===== src/rtl/reg_abi_name_pkg.sv =====
// Shared constants, name type and the ABI mnemonic table for reg_abi_name.
// Names are ASCII, right-justified, NUL-padded, first character in the highest occupied byte.
package getreg_pkg;

   localparam int NAME_W = 32;
   localparam int IDX_W  = 6;

   typedef logic [NAME_W-1:0] abi_name_t;

   localparam abi_name_t FP_ALIAS = 32'h0000_6670;

   localparam abi_name_t ABI_NAME [32] = '{
      32'h7A65_726F, 32'h0000_7261, 32'h0000_7370, 32'h0000_6770,
      32'h0000_7470, 32'h0000_7430, 32'h0000_7431, 32'h0000_7432,
      32'h0000_7330, 32'h0000_7331, 32'h0000_6130, 32'h0000_6131,
      32'h0000_6132, 32'h0000_6133, 32'h0000_6134, 32'h0000_6135,
      32'h0000_6136, 32'h0000_6137, 32'h0000_7332, 32'h0000_7333,
      32'h0000_7334, 32'h0000_7335, 32'h0000_7336, 32'h0000_7337,
      32'h0000_7338, 32'h0000_7339, 32'h0073_3130, 32'h0073_3131,
      32'h0000_7433, 32'h0000_7434, 32'h0000_7435, 32'h0000_7436
   };

   function automatic abi_name_t idx2name(logic [4:0] idx);
      return ABI_NAME[idx];
   endfunction

endpackage


===== src/rtl/reg_abi_name_if.sv =====
// Request/response bundle for reg_abi_name: forward index->name and reverse name->index lookups.
interface reg_abi_name_if;
   import getreg_pkg::*;

   logic             req_valid_i;
   logic [IDX_W-1:0] req_idx_i;
   logic             rsp_valid_o;
   abi_name_t        rsp_name_o;
   logic             rsp_err_o;

   logic             rev_valid_i;
   abi_name_t        rev_name_i;
   logic             rev_valid_o;
   logic [4:0]       rev_idx_o;
   logic             rev_hit_o;

   modport master (
      output req_valid_i, req_idx_i, rev_valid_i, rev_name_i,
      input  rsp_valid_o, rsp_name_o, rsp_err_o, rev_valid_o, rev_idx_o, rev_hit_o
   );

   modport slave (
      input  req_valid_i, req_idx_i, rev_valid_i, rev_name_i,
      output rsp_valid_o, rsp_name_o, rsp_err_o, rev_valid_o, rev_idx_o, rev_hit_o
   );

endinterface


===== src/rtl/reg_abi_name_rom.sv =====
// Combinational 32-entry index -> ABI name table used by the forward lookup path.
module reg_name_rom
   import getreg_pkg::*;
(
   input  logic [4:0] idx_i,
   output abi_name_t  name_o
);

   always_comb begin
      name_o = '0;
      case (idx_i)
         5'd0:  name_o = 32'h7A65_726F;
         5'd1:  name_o = 32'h0000_7261;
         5'd2:  name_o = 32'h0000_7370;
         5'd3:  name_o = 32'h0000_6770;
         5'd4:  name_o = 32'h0000_7470;
         5'd5:  name_o = 32'h0000_7430;
         5'd6:  name_o = 32'h0000_7431;
         5'd7:  name_o = 32'h0000_7432;
         5'd8:  name_o = 32'h0000_7330;
         5'd9:  name_o = 32'h0000_7331;
         5'd10: name_o = 32'h0000_6130;
         5'd11: name_o = 32'h0000_6131;
         5'd12: name_o = 32'h0000_6132;
         5'd13: name_o = 32'h0000_6133;
         5'd14: name_o = 32'h0000_6134;
         5'd15: name_o = 32'h0000_6135;
         5'd16: name_o = 32'h0000_6136;
         5'd17: name_o = 32'h0000_6137;
         5'd18: name_o = 32'h0000_7332;
         5'd19: name_o = 32'h0000_7333;
         5'd20: name_o = 32'h0000_7334;
         5'd21: name_o = 32'h0000_7335;
         5'd22: name_o = 32'h0000_7336;
         5'd23: name_o = 32'h0000_7337;
         5'd24: name_o = 32'h0000_7338;
         5'd25: name_o = 32'h0000_7339;
         5'd26: name_o = 32'h0073_3130;
         5'd27: name_o = 32'h0073_3131;
         5'd28: name_o = 32'h0000_7433;
         5'd29: name_o = 32'h0000_7434;
         5'd30: name_o = 32'h0000_7435;
         5'd31: name_o = 32'h0000_7436;
         default: name_o = '0;
      endcase
   end

endmodule


===== src/rtl/reg_abi_name.sv =====
// RISC-V register index <-> ABI mnemonic lookup, 1-cycle registered latency on both paths.
// Reverse (name -> index) path is built only when GETREG_REVERSE_EN is defined; otherwise rev_* outputs are 0.
module reg_abi_name
   import getreg_pkg::*;
(
   input logic          clk,
   input logic          rst_n,
   reg_abi_name_if.slave bus
);

   abi_name_t romName;

   logic      rsp_valid_q, rsp_valid_d;
   abi_name_t rsp_name_q,  rsp_name_d;
   logic      rsp_err_q,   rsp_err_d;

   reg_name_rom u_rom (
      .idx_i  (bus.req_idx_i[4:0]),
      .name_o (romName)
   );

   // Name and error flag hold their last values while no request is presented.
   always_comb begin
      rsp_valid_d = bus.req_valid_i;
      rsp_name_d  = rsp_name_q;
      rsp_err_d   = rsp_err_q;
      if (bus.req_valid_i) begin
         if (bus.req_idx_i[5]) begin
            rsp_name_d = '0;
            rsp_err_d  = 1'b1;
         end else begin
            rsp_name_d = romName;
            rsp_err_d  = 1'b0;
         end
      end
   end

   always_ff @(posedge clk or negedge rst_n) begin
      if (!rst_n) begin
         rsp_valid_q <= 1'b0;
         rsp_name_q  <= '0;
         rsp_err_q   <= 1'b0;
      end else begin
         rsp_valid_q <= rsp_valid_d;
         rsp_name_q  <= rsp_name_d;
         rsp_err_q   <= rsp_err_d;
      end
   end

   assign bus.rsp_valid_o = rsp_valid_q;
   assign bus.rsp_name_o  = rsp_name_q;
   assign bus.rsp_err_o   = rsp_err_q;

`ifdef GETREG_REVERSE_EN
   logic       rev_valid_q, rev_valid_d;
   logic [4:0] rev_idx_q,   rev_idx_d;
   logic       rev_hit_q,   rev_hit_d;

   // Exact 32-bit compare: padding other than leading NULs never matches.
   always_comb begin
      rev_valid_d = bus.rev_valid_i;
      rev_idx_d   = rev_idx_q;
      rev_hit_d   = rev_hit_q;
      if (bus.rev_valid_i) begin
         rev_idx_d = '0;
         rev_hit_d = 1'b0;
         for (int i = 0; i < 32; i++) begin
            if (bus.rev_name_i == ABI_NAME[i]) begin
               rev_idx_d = 5'(i);
               rev_hit_d = 1'b1;
            end
         end
         if (bus.rev_name_i == FP_ALIAS) begin
            rev_idx_d = 5'd8;
            rev_hit_d = 1'b1;
         end
      end
   end

   always_ff @(posedge clk or negedge rst_n) begin
      if (!rst_n) begin
         rev_valid_q <= 1'b0;
         rev_idx_q   <= '0;
         rev_hit_q   <= 1'b0;
      end else begin
         rev_valid_q <= rev_valid_d;
         rev_idx_q   <= rev_idx_d;
         rev_hit_q   <= rev_hit_d;
      end
   end

   assign bus.rev_valid_o = rev_valid_q;
   assign bus.rev_idx_o   = rev_idx_q;
   assign bus.rev_hit_o   = rev_hit_q;
`else
   logic unused_rev;
   assign unused_rev = ^{bus.rev_valid_i, bus.rev_name_i};

   assign bus.rev_valid_o = 1'b0;
   assign bus.rev_idx_o   = '0;
   assign bus.rev_hit_o   = 1'b0;
`endif

endmodule


===== src/flat_wrapper.sv =====
// flat-port wrapper written by rule: the top's interface ports become plain ports
module reg_abi_name_flat import getreg_pkg::*;
  (clk, rst_n, bus_req_valid_i, bus_req_idx_i, bus_rev_valid_i, bus_rev_name_i, bus_rsp_valid_o, bus_rsp_name_o, bus_rsp_err_o, bus_rev_valid_o, bus_rev_idx_o, bus_rev_hit_o);
  reg_abi_name_if bus_i ();
  input logic clk;
  input logic rst_n;
  input wire logic [$bits(bus_i.req_valid_i)-1:0] bus_req_valid_i;
  input wire logic [$bits(bus_i.req_idx_i)-1:0] bus_req_idx_i;
  input wire logic [$bits(bus_i.rev_valid_i)-1:0] bus_rev_valid_i;
  input wire logic [$bits(bus_i.rev_name_i)-1:0] bus_rev_name_i;
  output wire logic [$bits(bus_i.rsp_valid_o)-1:0] bus_rsp_valid_o;
  output wire logic [$bits(bus_i.rsp_name_o)-1:0] bus_rsp_name_o;
  output wire logic [$bits(bus_i.rsp_err_o)-1:0] bus_rsp_err_o;
  output wire logic [$bits(bus_i.rev_valid_o)-1:0] bus_rev_valid_o;
  output wire logic [$bits(bus_i.rev_idx_o)-1:0] bus_rev_idx_o;
  output wire logic [$bits(bus_i.rev_hit_o)-1:0] bus_rev_hit_o;
  assign bus_i.req_valid_i = bus_req_valid_i;
  assign bus_i.req_idx_i = bus_req_idx_i;
  assign bus_i.rev_valid_i = bus_rev_valid_i;
  assign bus_i.rev_name_i = bus_rev_name_i;
  assign bus_rsp_valid_o = bus_i.rsp_valid_o;
  assign bus_rsp_name_o = bus_i.rsp_name_o;
  assign bus_rsp_err_o = bus_i.rsp_err_o;
  assign bus_rev_valid_o = bus_i.rev_valid_o;
  assign bus_rev_idx_o = bus_i.rev_idx_o;
  assign bus_rev_hit_o = bus_i.rev_hit_o;
  reg_abi_name u_core (.clk(clk), .rst_n(rst_n), .bus(bus_i));
endmodule

===== config.mk =====
export PLATFORM = sky130hd
export DESIGN_NAME = reg_abi_name_flat
export DESIGN_NICKNAME = d
export VERILOG_FILES = /design/src/rtl/reg_abi_name_pkg.sv /design/src/rtl/reg_abi_name_if.sv /design/src/rtl/reg_abi_name_rom.sv /design/src/rtl/reg_abi_name.sv /design/src/flat_wrapper.sv
export SDC_FILE = /design/constraint.sdc
export NUM_CORES = 1
export LEC_CHECK = 0
export ABC_AREA = 1
export BUFFER_PORTS_ARGS = -buffer_cell sky130_fd_sc_hd__buf_2
export CAP_MARGIN = 5
export CORE_MARGIN = 2
export CORE_UTILIZATION = 53
export DETAILED_ROUTE_END_ITERATION = 16
export GPL_TIMING_DRIVEN = 0
export PLACE_DENSITY = 0.87
export SYNTH_ARGS = -nofsm -noshare
export SYNTH_HDL_FRONTEND = slang
export SYNTH_HIERARCHICAL = 1
export SYNTH_SLANG_ARGS = --single-unit

===== constraint.sdc =====
create_clock -name clk -period 1.8 [get_ports clk]
set_input_delay 0.18 -clock clk [delete_from_list [all_inputs] [get_ports clk]]
set_output_delay 0.18 -clock clk [all_outputs]
set_load 0.03 [all_outputs]

; ---- Yosys cells after proc, flatten, opt, wreduce, memory -nomap -nowiden
; Memories as Yosys holds them, arrays and structs flattened.
; Cells that the tools add are included.
; W data, S select, Z words.
[totals]
rom_bits = 704
memories = 1
elab_cells = 6
output_inout_bits = 41
reg_bits = 34
[classes]
muxes = 2
[memory_table]
columns = name, words, width, rd, rd_ports_with_merged_regs, wr, line
row1 = (name not given), 32, 22, 1, 0, 0, reg_abi_name_rom.sv:11  ; case (idx_i)
[op_table]
columns = cell, n
row1 = $mux W32, 1
row2 = $mux W1, 1

; ---- Depth between registers and ports, before layout
; Gate-level depths: netlist of the first run.
; An unclocked memory read counts as a cell.
[logic_depth]
word_depth = 2
depth_mapped = 10
depth_no_buf = 10

; ---- Cells and area by module
; Netlist of the first run, hierarchy kept.
[modules_own_cells]
columns = module, cells_per_inst, area_each_um2, instances, seq_area_each_um2
row1 = reg_abi_name, 153, 1497.7, 1, 850.8
row2 = reg_name_rom, 97, 525.5, 1, 0.0

; ---- Worst setup path before layout of the first run
; Ideal clock, no wire load.
[synth_timing]
path_type = input port to flip-flop
startpoint = input port bus_req_idx_i[3]
endpoint = register u_core.rsp_name_q[29] (netlist: u_core/bus.rsp_name_o[29])
path_stages = 7
n_path_buf = 2
arrival_ns = 0.920
setup_slack_ns = 0.815
setup_ns = 0.065
required_time_ns = 1.735
path_cell_list = buf_4 -> nor2_2 -> nand3_1 -> inv_1 -> buf_4 -> nand3_1 -> nand2_1
[synth_between]
elab_chain_cells = 2
[synth_lines]
columns = item, line
row1 = "start, declared", flat_wrapper.sv:8  ; input wire logic [$bits(bus_i.req_idx_i)-1:0] bus_req_idx_i;
row2 = $mem_v2 Z32 W22, --
row3 = net u_core.romName[29], reg_abi_name.sv:11  ; abi_name_t romName;
row4 = $mux W32, reg_abi_name.sv:28  ; if (bus.req_idx_i[5]) begin
row5 = "end signal, assigned", reg_abi_name.sv:45  ; rsp_name_q <= rsp_name_d;
row6 = "end, declared", reg_abi_name.sv:14  ; abi_name_t rsp_name_q, rsp_name_d;
; The timed path passes the listed nets, and every way through them passes these cells.
; A chain may end at the register's enable or synchronous reset.

; ---- Worst setup path after layout of the first run
[layout_timing]
startpoint = register u_core.rsp_name_q[9] (netlist: u_core/bus.rsp_name_o[9])
endpoint = output port bus_rsp_name_o[9]
[layout_lines]
columns = item, line
row1 = "end, declared", flat_wrapper.sv:12  ; output wire logic [$bits(bus_i.rsp_name_o)-1:0] bus_rsp_name_o;
; No word-level cell between the ends.

==> results.md, run 1 <==
* Layout area overhead at 20.41%
* Bufs and invs on worst path at 1
* Post-DP Area at 2331 um2
* Avg Inst Size Synth at 8.093 um2
* Layout cells sized above 1 at between 30% and 40%
* Hold Path End: u_core/bus.rsp_valid_o$_DFF_PN0_
* Clock sink count at 34
* Max Clock Skew at 0 ps
* Die area at 4328 um2
* HP Class: input port to register
* Final Core Density at approximately two thirds
* Clock Latency Late Sink at 290 ps
* Relative slew slack at just over 50%
* Slew @ Worst Pin at 732.2 ps
* Final Max Tran Viols at 0
* FILL cells at 315
* Worst EP arrival at 880 ps
* Yosys top cell area share at 42.05%
* Path depth of the worst reg2reg path at 2
* Antenna violations before repair at 0
* R2R setup slack at ~1200 ps
* Seq/Total Area, Yosys at 42.05%
* Commonest cells after routing, fill and taps aside: 77 x nand2_1, 39 x buf_2, 38 x nand3_1
* WL met2 at 1866 um
* Sequential Area at ~850 um2
* Final Net Count at ~360
* Via density at 4.681
* Crit path max-delay family: flip-flops
* Yosys top cell by area: dfrtp_1
* DR WL/cell at approximately 11 um
* Rows at 22
* First-pass GRT wire length at 6906 um
* Fmax at 940.1 MHz
* Syn Std Cell Area at around 2000 um2
* Crit path largest cell delay at 380 ps
* Vias in the first global route at about 1600
* Initial Utilization at 55.26%
* Post-CTS Setup Bufs at 0
* Status: complete, no violations
* Setup TNS at 0 ps
* Largest family of logic cells by synthesized area: simple AND/OR/NAND/NOR gates
* Pre-antenna DRT Iters at 4
* Total grt overflow at 0
* RSZ-0062 raised after global routing: no
* Largest net degree at the start of global routing at 35
* Post-Synthesis Cells at between 200 and 300
* Max Cap Violations at 0
* Setup violations, final at 0
* Chip Height at 65.79 um
* Total CTS buffers at 5
* Max VDD drop at 0.3849 mV
* Root Buffer: clkbuf_8
* Ports at a little over 80
* H-tree Lvls at 2
* Area of the core at 3661 um2
* Fin crit share at 59.09%
* Post-route ant nets at 0
* RR Startpoint: u_core/bus.rsp_name_o[3]$_DFFE_PN0P_
* Clock transition at path regs at 70 ps
* Synth Area in Compound Gates at 2.103%
* DIE WIDTH at 65.79 um
* Commonest non-fill, non-tap cell in the layout: nand2_1
* DR vias at 1685
* Final WL at between 3000 and 4000 um
* Multi-input gate area at 818.3 um2
* Hold path startpoint: bus_req_valid_i
* Multiplexer share of the synthesized area at 0%
* Count of cell types in the netlist at 18
* Port Buffer Count at 39
* Simple-gate share of the synthesized area at approximately 32%
* Cells after DPL at around 350
* Drt first-iter violations at 91
* N_diodes at 0
* Placer Congestion at about 0.78
* Worst EP required at roughly 1600 ps
* DR DRC count at 0
* Met3 WL post-DR at 230 um
* Met1 WL at 1730 um
* Reg-to-Reg End: u_core/bus.rsp_name_o[3]$_DFFE_PN0P_
* GRT Total Usage at 21.19%
* Largest cells by area after synthesis: dfrtp_1 42%, nand2_1 14%, buf_4 11%
* Post-route minimum period at 1064 ps
* WS Path Type: register to primary output
* CP endpoint kind: primary output
* Design Power at 1.838 mW
* Top Metal Used: met4
* Critical Path Slowest Stage Cell: dfrtp_1
* CTS max path bufs at 2
* Dpl hpwl at 2798 um
* #FFs+latches synth at 34
* Non-filler instance count after layout at 360
* Leakage power at between 1 and 1.5 nW
* Crit path max fanout at 2
* Startpoint Class: register
* Synth Area in XOR/XNOR at 0%
* Endpoints failing hold at 0
* CTS tree: yes
* Warnings, synthesis at 6
* Cell Chain, Critical Path: buf_2
* Fin area at 2436 um2
* Hold Path Depth at 1
* Power Density at 754.4 nW/um2
* Synth Area in Adders at 3.092%
==> worst max-delay path by stage <==
stage | start | endpoint | slack, ps | cells after the start
final | u_core/bus.rsp_name_o[9]$_DFFE_PN0P_ | bus_rsp_name_o[9] | 740 | 1
after detailed placement | bus_req_idx_i[0] | u_core/bus.rsp_name_o[27]$_DFFE_PN0P_ | 500 | 8
after CTS | u_core/bus.rsp_name_o[4]$_DFFE_PN0P_ | bus_rsp_name_o[4] | 720 | 1
after global routing | rst_n | u_core/bus.rsp_name_o[6]$_DFFE_PN0P_ | 650 | 2
after floorplan | bus_req_idx_i[3] | u_core/bus.rsp_name_o[29]$_DFFE_PN0P_ | 820 | 7
after global placement | bus_req_idx_i[0] | u_core/bus.rsp_name_o[27]$_DFFE_PN0P_ | 520 | 8
==> layer usage <==
metal,vias to the layer above,global-route usage [%]
met5,-,0
met3,6,6.814
met2,49,34.22
met4,0,7.813
met1,779,26.50
li1,851,-
==> power breakdown <==
part	internal [mW]	switching, mW
clock	0.307	0.277
sequential	0.809	0.0282
combinational	0.143	0.274
==> flip-flops by register name (all words and copies together) (netlist names) <==
name / flops
u_core/bus.rsp_valid_o: 1
u_core/bus.rsp_err_o: 1
u_core/bus.rsp_name_o: 32
==> cell usage after synthesis <==
cell	n
nand2_1	77
nand3_1	38
dfrtp_1	34
buf_4	30
nand2_2	23
inv_1	11
inv_2	7
buf_6	6
ha_1	5
a21oi_1	4
conb_1	3
nor2_2	3
o21ai_1	3
nor2_1	2
a22oi_1	1
buf_12	1
buf_8	1
inv_8	1
==> kinds of logic (layout without fill, tap and decap cells) <==
kind of cell             after synthesis  after routing
AND/OR/NAND/NOR                      143            143
buffers and inverters                 57            105
flip-flops                            34             34
AO/OA/AOI/OAI                          8              8
adder cells (fa/ha/maj)                5              5
other                                  3             17
==> worst reg2reg max path: cells and delay by family (launching register included) <==
family | cells | cell delay, ps
flip-flops | 1 | 410
AND/OR/NAND/NOR | 2 | 120
==> area by class of cell <==
| cell class | instances | area share, % |
|---|---|---|
| Multi-Input combinational cell | 173 | 33.59 |
| Buffer | 38 | 13.46 |
| Clock inverter | 2 | 0.5136 |
| Inverter | 19 | 3.236 |
| Clock buffer | 6 | 3.390 |
| Sequential cell | 34 | 34.93 |
| Timing Repair Buffer | 40 | 8.423 |
| Tap cell | 48 | 2.465 |
==> metrics by stage <==
| step | hold WS [ps] | setup WS, ps |
|---|---|---|
| after global routing | 16.52 | 653.8 |
| after CTS | 20.32 | 722.5 |
| final | 29.79 | 736.3 |
| after global placement | 274.9 | 516.5 |
| after floorplan | -115.6 | 815.4 |
| after detailed placement | 284.9 | 496.0 |
==> what timing repair did <==
| item | CTS | global route |
|---|---|---|
| resized for setup | 0 | 0 |
| hold buffers | 1 | 0 |
| hold endpoints to repair | 34 | 0 |
Power figures use the tool's default switching activity.
==> run 2: changes to the inputs <==
Settings changed: CORE_UTILIZATION 53 to 49, PLACE_DENSITY 0.87 to 0.81.
Clock period 1.8 ns to 1 ns, I/O delays scaled along.
==> results.md, run 2 (same netlist as run 1, synthesis figures left out) <==
* Placer Congestion at 0.8010
* Busiest grt layer: met2
* Rows at 23
* CP endpoint kind: primary output
* Clock transition at path regs at 70 ps
* Commonest cells after routing, fill and taps aside: 77 x nand2_1, 37 x nand3_1, 35 x buf_4
* Post-route minimum period at 968.1 ps
* Layout area overhead at 22.94%
* DR WL/cell at 10.80 um
* GR Util met2 at 30.95%
* Die area at 4659 um2
* Total CTS buffers at 5
* Worst EP arrival at 870 ps
* Cell Chain, Critical Path: buf_2
* Fin area at 2487 um2
* Total grt overflow at 0
* First-pass GRT wire length at 6444 um
* Drt first-iter violations at 82
* Hold Slack at between 30 and 40 ps
* Crit path largest cell delay at around 400 ps
* Endpoints failing hold at 0
* Initial Utilization at 50.58%
* Leakage power at 1.515 nW
* Largest net degree at the start of global routing at 35
* Root Buffer: clkbuf_8
* Final Net Count at 362
* Crit path max fanout at 2
* Worst EP required at ~900 ps
* Met1 track demand over resource at 22.64%
* Startpoint Class: register
* Bufs and invs on worst path at 1
* Via density at 4.546
* WS Path Type: register to primary output
* HP Class: input port to register
* Commonest non-fill, non-tap cell in the layout: nand2_1
* Power Density at approximately 1300 nW/um2
* Area of the core at around 4000 um2
* Setup TNS at 0 ps
* Layout cells sized above 1 at 38.92%
* Fmax at 1033 MHz
* Post-DP Area at 2333 um2
* Setup violations, final at 0
* Antenna violations before repair at 0
* N_diodes at 0
* CTS tree: yes
* H-tree Lvls at 2
* Pre-antenna DRT Iters at 4
* Final WL at 3951 um
* Status: complete, no violations
* Final Max Tran Viols at 0
* Max Cap Violations at 0
* Dpl hpwl at 2800 um
* Max FFs per register at 32
* Max VDD drop at 0.6717 mV
* Critical Path Slowest Stage Cell: dfrtp_1
* Port Buffer Count at 39
* DIE WIDTH at 68.26 um
* Clock Latency Late Sink at 280 ps
* Fin crit share at 96.81%
* Crit path max-delay family: flip-flops
* CTS max path bufs at 2
* Clock sink count at 34
* DR DRC count at 0
* Ports at 83
* Vias in the first global route at 1483
* DR vias at 1664
* Post-route ant nets at 0
* GRT Total Usage at 18.92%
* Met3 GRT Util at 6.086%
* Max Clock Skew at 0 ps
* Final Core Density at 62.18%
* Chip Height at 68.26 um
-- run 2: power breakdown --
group          internal (mW)  switching (mW)  leakage [nW]  total (mW)
Sequential              1.46          0.0487         0.450        1.51
Clock                  0.555           0.478        0.0482        1.03
Combinational          0.280           0.501          1.02       0.781
Total                   2.29            1.03          1.52        3.32
-- run 2: layout make-up --
class	count	area (um2)
sequential	34	850.8
inverter	19	78.83
multi-input combinational	173	823.3
timing repair buffer	44	252.7
fill	358	1513
tap	50	62.56
buffer	38	327.8
clock inverter	1	5.005
clock buffer	7	86.33
-- run 2: metrics by stage --
| step | setup WS (ps) | total power [mW] | cells |
|---|---|---|---|
| 6_report | 31.94 | 3.320 | 366 |
| 5_1_grt | -2.018 | 3.500 | 366 |
| 4_1_cts | 9.567 | 3.338 | 363 |
| 3_5_place_dp | -214.1 | 2.281 | 353 |
| 3_3_place_gp | -206.6 | 2.267 | 353 |
| 2_1_floorplan | 95.39 | 2.089 | 264 |
-- run 2: per-layer routing --
metal,routed length (um),part of all wire [%],vias to the layer above
met3,267,6.8,4
met2,1907,48,54
li1,-,-,859
met1,1734,44,747
met4,40,1.0,0
met5,0,0,-
-- run 2: timing repair --
item,4_1_cts,5_1_grt
hold endpoints to repair,35,0
buffers inserted,0,3
hold buffers,2,0
gates resized for setup,0,10
endpoints found under the setup margin,0,45
-- run 2: path summary, 6_finish.rpt --
kind                                                  startpoint                                    end  slack (ps)  cells after the start
max                         u_core/bus.rsp_name_o[4]$_DFFE_PN0P_                      bus_rsp_name_o[4]          30                      1
min                                             bus_req_idx_i[5]       u_core/bus.rsp_err_o$_DFFE_PN0P_          40                      3
max reg2reg                 u_core/bus.rsp_name_o[3]$_DFFE_PN0P_   u_core/bus.rsp_name_o[3]$_DFFE_PN0P_         270                      3
min reg2reg                u_core/bus.rsp_name_o[18]$_DFFE_PN0P_  u_core/bus.rsp_name_o[18]$_DFFE_PN0P_         470                      2
max in group asynchronous                                  rst_n  u_core/bus.rsp_name_o[15]$_DFFE_PN0P_         340                      2
min in group asynchronous                                  rst_n  u_core/bus.rsp_name_o[26]$_DFFE_PN0P_         320                      2
==> run 3: changes to the inputs <==
Settings changed: CORE_MARGIN 2 to not set, RECOVER_POWER set to 25.
==> results.md, run 3 (same netlist as run 1, synthesis figures left out) <==
* Worst EP required at 900 ps
* CP endpoint kind: primary output
* Clock share of power at 36.0%
* Max Cap Violations at 0
* Leakage power at 1.512 nW
* CP startpoint: u_core/bus.rsp_name_o[17]$_DFFE_PN0P_
* H-tree Lvls at 2
* RSZ-0062 raised after global routing: no
* Post-DP Area at 2331 um2
* Die area at 4390 um2
* Layout area overhead at 22.08%
* Total CTS buffers at 5
* DIE WIDTH at 66.26 um
* Layout cells sized above 1 at 37.06%
* Largest net degree at the start of global routing at 35
* Fin area at between 2000 and 2500 um2
* Endpoints failing hold at 0
* Fmax at 1031 MHz
* Commonest cells after routing, fill and taps aside: 77 x nand2_1, 38 x nand3_1, 36 x buf_2
* Fin crit share at 96.97%
* Comb pwr share at 21.5%
* CTS tree: yes
* Total grt overflow at 0
* NetSw at a little over 1 mW
* Clock sink count at 34
* Crit path max-delay family: flip-flops
* Post-route minimum period at 969.7 ps
* DR DRC count at 0
* Placer Congestion at 0.7867
* Rows at 22
* GRT Total Usage at 20.81%
* DR WL/cell at 10.83 um
* Multi-input gate area at between 800 and 900 um2
* Max VDD drop at 0.8109 mV
* Max FFs per register at 32
* Dpl hpwl at 2748 um
* Power Density at 1436 nW/um2
* Sw frac at 28.95%
* Status: complete, no violations
* Non-filler instance count after layout at around 360
* Sequential Area at 850.8 um2
* Hold path startpoint: bus_req_idx_i[5]
* Antenna violations before repair at 0
* Crit path max fanout at 2
* Commonest non-fill, non-tap cell in the layout: nand2_1
* Ports at 83
* Cell Chain, Critical Path: buf_2
* WS Path Type: register to primary output
* Via density at 4.607
* Setup violations, final at 0
* Chip Height at 66.26 um
* Final WL at 3908 um
* CTS max path bufs at 2
* RR Startpoint: u_core/bus.rsp_name_o[8]$_DFFE_PN0P_
* N_diodes at 0
* Cells after DPL at 351
* Initial Utilization at between 50% and 60%
* Worst EP arrival at slightly below 900 ps
* Max Clock Skew at 0 ps
* P_int at 2.520 mW
* Clock transition at path regs at 70 ps
* Bufs and invs on worst path at 1
* Pre-antenna DRT Iters at 4
* Final Max Tran Viols at 0
* Final Net Count at 360
* Post-route ant nets at 0
* Startpoint Class: register
* Root Buffer: clkbuf_8
* Port Buffer Count at 39
* HP Class: input port to register
* Vias in the first global route at 1542
* DR vias at 1663
* Crit path largest cell delay at 400 ps
* Reg power frac at 42.5%
* Area of the core at 3799 um2
* First-pass GRT wire length at approximately 6700 um
* Clock Latency Late Sink at 280 ps
* FILL cells at 346
* Drt first-iter violations at 88
* Critical Path Slowest Stage Cell: dfrtp_1
==> run 3: changes by cell type in the layout (fill, tap and decap cells not counted), sizes merged <==
cell    delta
bufinv     +1
clkbuf     -3
clkinv     -1
==> run 3: metrics by stage <==
step | hold WS (ps) | power [mW] | TNS [ps] | setup WS [ps] | util [%]
finish | 47.27 | 3.547 | 0 | 30.32 | 65.02
global route | 83.31 | 3.715 | 0 | 0.5952 | 65.02
CTS | 39.86 | 3.573 | 0 | 21.46 | 64.86
detailed placement | 205.9 | 2.279 | -2057 | -246.7 | 61.36
global placement | 205.1 | 2.268 | -1515 | -189.1 | 61.36
floorplan | -195.6 | 2.089 | 0 | 95.39 | -
==> run 3: power by group through the flow <==
stage	clock, mW	combinational (mW)	sequential [mW]
after global routing	1.36	0.839	1.52
after detailed placement	0	0.748	1.53
after CTS	1.31	0.757	1.51
after global placement	0	0.739	1.53
after floorplan	0	0.392	1.70
final	1.28	0.762	1.51
==> run 3: final timing paths <==
path                                                         end  slack, ps  depth (start not counted)
setup reg to reg            u_core/bus.rsp_name_o[8]$_DFFE_PN0P_        270                          3
hold reg to reg            u_core/bus.rsp_name_o[27]$_DFFE_PN0P_        480                          2
max in group asynchronous   u_core/bus.rsp_name_o[0]$_DFFE_PN0P_        340                          2
setup / recovery                              bus_rsp_name_o[17]         30                          1
min in group asynchronous  u_core/bus.rsp_name_o[15]$_DFFE_PN0P_        320                          2
hold / removal                  u_core/bus.rsp_err_o$_DFFE_PN0P_         50                          3
==> run 3: final cells by class <==
class                   count  share of cell area, %
plain buffers              38                  13.27
well taps                  48                  2.432
repair buffers             42                  9.169
clock buffers               6                  3.343
clock inverters             1                  1.216
inverters                  19                  3.191
flip-flops and latches     34                  34.45
multi-input cells         173                  32.93
==> run 3: repair_timing <==
item | 4_1_cts | 5_1_grt
hold buffers | 2 | 0
setup buffers | 0 | 1
setup endpoints to repair | 0 | 40
endpoints found under the hold margin | 35 | 0
gates resized for setup | 0 | 4
==> run 3: metal layers <==
metal	global-route usage [%]	part of all wire [%]
met1	25.70	44
met2	32.65	46
met3	6.552	7.5
met4	10.11	2.4
met5	0	0
==> run 3: worst min-delay path, cell delays in order <==
cell and delay (ps):
buf_2 90, nand2_1 40, nand2_1 60
